File: config.mk
export PLATFORM = sky130hd
export DESIGN_NAME = dmem_ctrl
export DESIGN_NICKNAME = d
export VERILOG_FILES = /design/src/rtl/dmem_ctrl.sv
export SDC_FILE = /design/constraint.sdc
export NUM_CORES = 1
export LEC_CHECK = 0
export BUFFER_PORTS_ARGS = -buffer_cell sky130_fd_sc_hd__buf_2
export CORE_MARGIN = 5
export CORE_UTILIZATION = 25
export DETAILED_ROUTE_END_ITERATION = 6
export HOLD_SLACK_MARGIN = 0.05
export PLACE_DENSITY = 0.47
export SETUP_SLACK_MARGIN = 0.1
export SYNTH_ARGS = -nofsm -noshare
export SYNTH_HDL_FRONTEND = slang
export SYNTH_SLANG_ARGS = --single-unit
File: constraint.sdc
create_clock -name clk -period 7 [get_ports clk]
set_clock_uncertainty 0.1 [all_clocks]
set_input_delay 1.4 -clock clk [delete_from_list [all_inputs] [get_ports clk]]
set_output_delay 1.4 -clock clk [all_outputs]
set_load 0.1 [all_outputs]
File: src/rtl/dmem_ctrl.sv
// Data-memory controller: posts stores into a small FIFO write buffer and
// serialises loads behind them on a single request/grant bus.
module dmem_ctrl #(
    parameter int WBUF_DEPTH = 2,
    parameter int AW         = 32
) (
    input  logic                          clk,
    input  logic                          reset,
    input  logic                          memread,
    input  logic                          memwrite,
    input  logic [AW-1:0]                 addr,
    input  logic [31:0]                   writedata,
    output logic [31:0]                   readdata,
    output logic                          stall,
    output logic                          bus_req,
    output logic                          bus_we,
    output logic [AW-1:0]                 bus_addr,
    output logic [31:0]                   bus_wdata,
    input  logic                          bus_gnt,
    input  logic                          bus_rvalid,
    input  logic [31:0]                   bus_rdata,
    output logic [$clog2(WBUF_DEPTH):0]   wb_level
);

    localparam int PW = $clog2(WBUF_DEPTH);
    localparam logic [PW:0] DEPTH_L = WBUF_DEPTH[PW:0];

    typedef enum logic [2:0] {IDLE, DRAIN, RD_REQ, RD_WAIT, RD_DONE} state_t;

    state_t        r_state;
    logic [AW-3:0] r_waddr [WBUF_DEPTH];
    logic [31:0]   r_wdata [WBUF_DEPTH];
    logic [PW-1:0] r_wptr;
    logic [PW-1:0] r_rptr;
    logic [PW:0]   r_count;
    logic [31:0]   r_rdata;

    logic w_full, w_empty, w_rd, w_enq, w_deq, w_wr_present, w_last;
    logic w_unused;

    assign w_unused = ^addr[1:0];
    assign w_full   = (r_count == DEPTH_L);
    assign w_empty  = (r_count == '0);
    // A combined read+write request is a store; the read half is dropped.
    assign w_rd     = memread & ~memwrite;
    assign w_enq    = memwrite & ~w_full;

    // Buffered stores only go out while no load owns the bus.
    assign w_wr_present = ((r_state == IDLE) || (r_state == DRAIN)) && !w_empty;
    assign w_deq        = w_wr_present & bus_gnt;
    assign w_last       = w_deq && (r_count == {{PW{1'b0}}, 1'b1}) && !w_enq;

    assign bus_req   = w_wr_present || (r_state == RD_REQ);
    assign bus_we    = w_wr_present;
    assign bus_addr  = w_wr_present          ? {r_waddr[r_rptr], 2'b00} :
                       (r_state == RD_REQ)   ? {addr[AW-1:2], 2'b00}    : '0;
    assign bus_wdata = w_wr_present ? r_wdata[r_rptr] : '0;

    assign stall    = (memwrite & w_full) | (w_rd & (r_state != RD_DONE));
    assign readdata = r_rdata;
    assign wb_level = r_count;

    always_ff @(posedge clk) begin
        if (w_enq) begin
            r_waddr[r_wptr] <= addr[AW-1:2];
            r_wdata[r_wptr] <= writedata;
        end
    end

    always_ff @(posedge clk or negedge reset) begin
        if (!reset) begin
            r_wptr  <= '0;
            r_rptr  <= '0;
            r_count <= '0;
        end else begin
            if (w_enq) r_wptr <= r_wptr + 1'b1;
            if (w_deq) r_rptr <= r_rptr + 1'b1;
            case ({w_enq, w_deq})
                2'b10:   r_count <= r_count + 1'b1;
                2'b01:   r_count <= r_count - 1'b1;
                default: r_count <= r_count;
            endcase
        end
    end

    always_ff @(posedge clk or negedge reset) begin
        if (!reset) begin
            r_state <= IDLE;
            r_rdata <= '0;
        end else begin
            case (r_state)
                IDLE:    if (w_rd) r_state <= w_empty ? RD_REQ : DRAIN;
                // Empty on entry is possible when the last store was granted in IDLE.
                DRAIN:   if (w_empty || w_last) r_state <= RD_REQ;
                RD_REQ:  if (bus_gnt) r_state <= RD_WAIT;
                RD_WAIT: if (bus_rvalid) begin
                             r_rdata <= bus_rdata;
                             r_state <= RD_DONE;
                         end
                RD_DONE: r_state <= IDLE;
                default: r_state <= IDLE;
            endcase
        end
    end

endmodule

==> results by group <==
Critical path
  • Crit path capture type: output pin
  • Crit Path Category: register to output pin
  • CP Data Required Time: 5500 ps
  • Critical Path AT: 2680 ps
  • Setup crit start: wb_level[0]$_DFFE_PN0P_
  • FF-to-FF Start: wb_level[0]$_DFFE_PN0P_
  • Crit Path Max Fanout: 65
  • Setup crit start kind: register

Routing
  • Post-route DRC: 0
  • Vias per inst: 4.20
  • Number of DRC markers in iteration 0: 161
  • Routed via count: 4034
  • Aggregate routed wire length: 15000 µm
  • Antenna Nets Post-Route: 0
  • Pre-antenna DRT Iters: 4
  • DR WL/cell: 15.6 µm

Clocking
  • CTS sink cnt: 163
  • Post-CTS Resized: 0
  • Clock Latency Late Sink: 410 ps
  • Htree depth: 4
  • Post-CTS setup buffers: 0
  • CTS buffer count: 17
  • Clk root buf: clkbuf_16
  • Clock buffer depth: 2
  • CTS tree: yes
  • CTS clk-pin slew, worst paths: 60 ps
  • Cts hold-fix bufs: 0

Global route
  • Initial antenna violation count: 0
  • Largest net degree at the start of global routing: 66
  • Met3 global-route usage: 0.0388
  • Gr usage total: 0.103
  • GRT met1 Usage: 0.130
  • First-pass GRT wire length: 23500 µm
  • GRT Max-Usage Layer: met2
  • Total gr overflow: 0
  • Global-route met2 utilization: 0.167
  • Vias in the first global route: 4406

Timing
  • Setup Viol. Count Final: 0
  • Worst slew pin tran: 1020 ps
  • Setup TNS: 0 ps
  • Tcrit/Tclk final: 0.597
  • Final min period: 4180 ps
  • Pins Over Slew Limit: 0
  • Final Hold Violating Endpoints: 0
  • Fmax: 0.239 GHz
  • Rel. slew slack: 0.320
  • RSZ-0062 raised after global routing: no

Final layout
  • Share of cells above drive strength 1: 0.445
  • Area growth syn-to-layout: 29.9%
  • Diode count: 0
  • Fill cell count: 2587
  • Final #Nets: 718

Synthesis
  • Mapped Area: 0.00650 mm²
  • Gate Count Post-Synth: 414
  • Library cells used by synthesis: 30
  • Seq/Total Area, Yosys: 0.723
  • Synth area leader: edfxtp_1
  • YS warnings: 0
  • Yosys reg bits: 163
  • Largest cells by area after synthesis: edfxtp_1, dfrtp_1, mux2i_1, mux2_2, nor2_1
  • Synthesized area per cell: 15.7 µm²
  • Post-synth top area share: 0.573

Floorplanning
  • Core ar.: 0.0258 mm²
  • Chip height: 171 µm
  • Die width: 171 µm
  • Initial Util: 0.251
  • I/O pin cnt: 203
  • Standard-cell rows: 59
  • Die area: 0.0293 mm²

Place
  • Port bufs: 198
  • RePlAce Congestion: 0.713
  • Detailed Place HPWL: 9780 µm

Worst hold path
  • Hold Path Origin: readdata[24]$_DFFE_PN0P_
  • Hold WC Path Type: register to register

Outcome
  • Status: finished, final reports clean

Flow run
  • Max-cap viol count: 0
cells by family (layout without fill, tap and decap cells):
family | count (synthesis) | in the layout | share of synthesized area
compound gates | 42 | 42 | 0.0364
xor+xnor | 4 | 4 | 0.00655
fa+ha+maj | 4 | 4 | 0.00770
buf+inv | 31 | 241 | 0.0248
flops | 163 | 163 | 0.723
mux | 96 | 96 | 0.154
other cells | 1 | 2 | 0.000577
simple gates | 73 | 73 | 0.0462
cell type report:
cell class                      instances  area [µm²]  area share
Sequential cell                       163        4700       0.557
Inverter                                7        26.3     0.00311
Clock buffer                           18         429      0.0508
Clock inverter                         14         186      0.0221
Multi-Input combinational cell        221        1660       0.196
Timing Repair Buffer                  202        1020       0.121
Tap cell                              335         419      0.0496
worst max-delay path, stage by stage (launching register included):
cell	delay, ps
dfrtp_1	410
inv_1	90
ha_1	230
or3_4	680
o21ai_0	360
buf_2	480
state kept, by name, indices dropped and copies added, names as in the netlist:
| name | flops |
|---|---|
| wb_level | 2 |
| r_rptr | 1 |
| r_wdata | 64 |
| readdata | 32 |
| r_state | 3 |
| r_wptr | 1 |
| r_waddr | 60 |
through the flow:
step	instance area [µm²]	setup slack [ps]	std cells	utilization	hold slack, ps
2_1_floorplan	6500	1390	415	-	367
3_3_place_gp	7830	3210	928	0.303	386
3_5_place_dp	7830	3210	928	0.303	387
4_1_cts	8440	2730	960	0.327	410
5_1_grt	8440	2610	960	0.327	420
6_report	8440	2820	960	0.327	406
worst paths after layout:
path                                       endpoint  slack (ps)  cells past startpoint
setup / recovery                        bus_addr[6]        2820                      5
hold / removal             readdata[24]$_DFFE_PN0P_         410                      1
setup reg to reg           r_waddr[1][21]$_DFFE_PP_        4210                      5
hold reg to reg            readdata[24]$_DFFE_PN0P_         410                      1
max in group asynchronous        r_rptr$_DFFE_PN0P_        5130                      1
min in group asynchronous   readdata[5]$_DFFE_PN0P_        1010                      1
cell usage in the layout, fill, tap and decap left out, types with 2 or more instances in the layout:
| cell type | count |
|---|---|
| edfxtp_1 | 124 |
| clkbuf_16 | 17 |
| buf_4 | 4 |
| xnor2_1 | 3 |
| dfrtp_1 | 38 |
| nor2_1 | 33 |
| o21ai_0 | 20 |
| inv_6 | 6 |
| buf_2 | 198 |
| nor2_4 | 2 |
| bufinv_16 | 3 |
| ha_1 | 4 |
| o21ai_1 | 14 |
| nand2_1 | 32 |
| nand2b_1 | 2 |
| mux2_2 | 34 |
| inv_1 | 6 |
| conb_1 | 2 |
| inv_8 | 2 |
| mux2i_1 | 62 |
synth_stat cells:
cell type  instances
nand4_2            1
buf_6              2
inv_1              6
o32ai_1            1
a221oi_1           1
clkbuf_1           4
a21oi_1            1
or3_4              1
buf_4              3
o22ai_1            1
ha_1               4
mux2i_1           62
inv_2              1
nand2_1           32
xor2_2             1
xnor2_1            3
dfrtp_1           39
nand2b_1           2
a21oi_2            1
o31ai_1            1
nor2_1            36
o21ai_0           20
a41oi_1            1
buf_2             15
and2_4             1
edfxtp_1         124
conb_1             1
a31oi_2            1
mux2_2            34
o21ai_1           14
routing by layer:
layer | vias up | share of wire
met5 | - | 0
met4 | 0 | 0.0090
met3 | 7 | 0.094
met2 | 165 | 0.46
met1 | 1956 | 0.43
li1 | 1906 | -
Power is not shown: default switching activity piles up to over one toggle a cycle in this logic, so the estimate is an artifact.
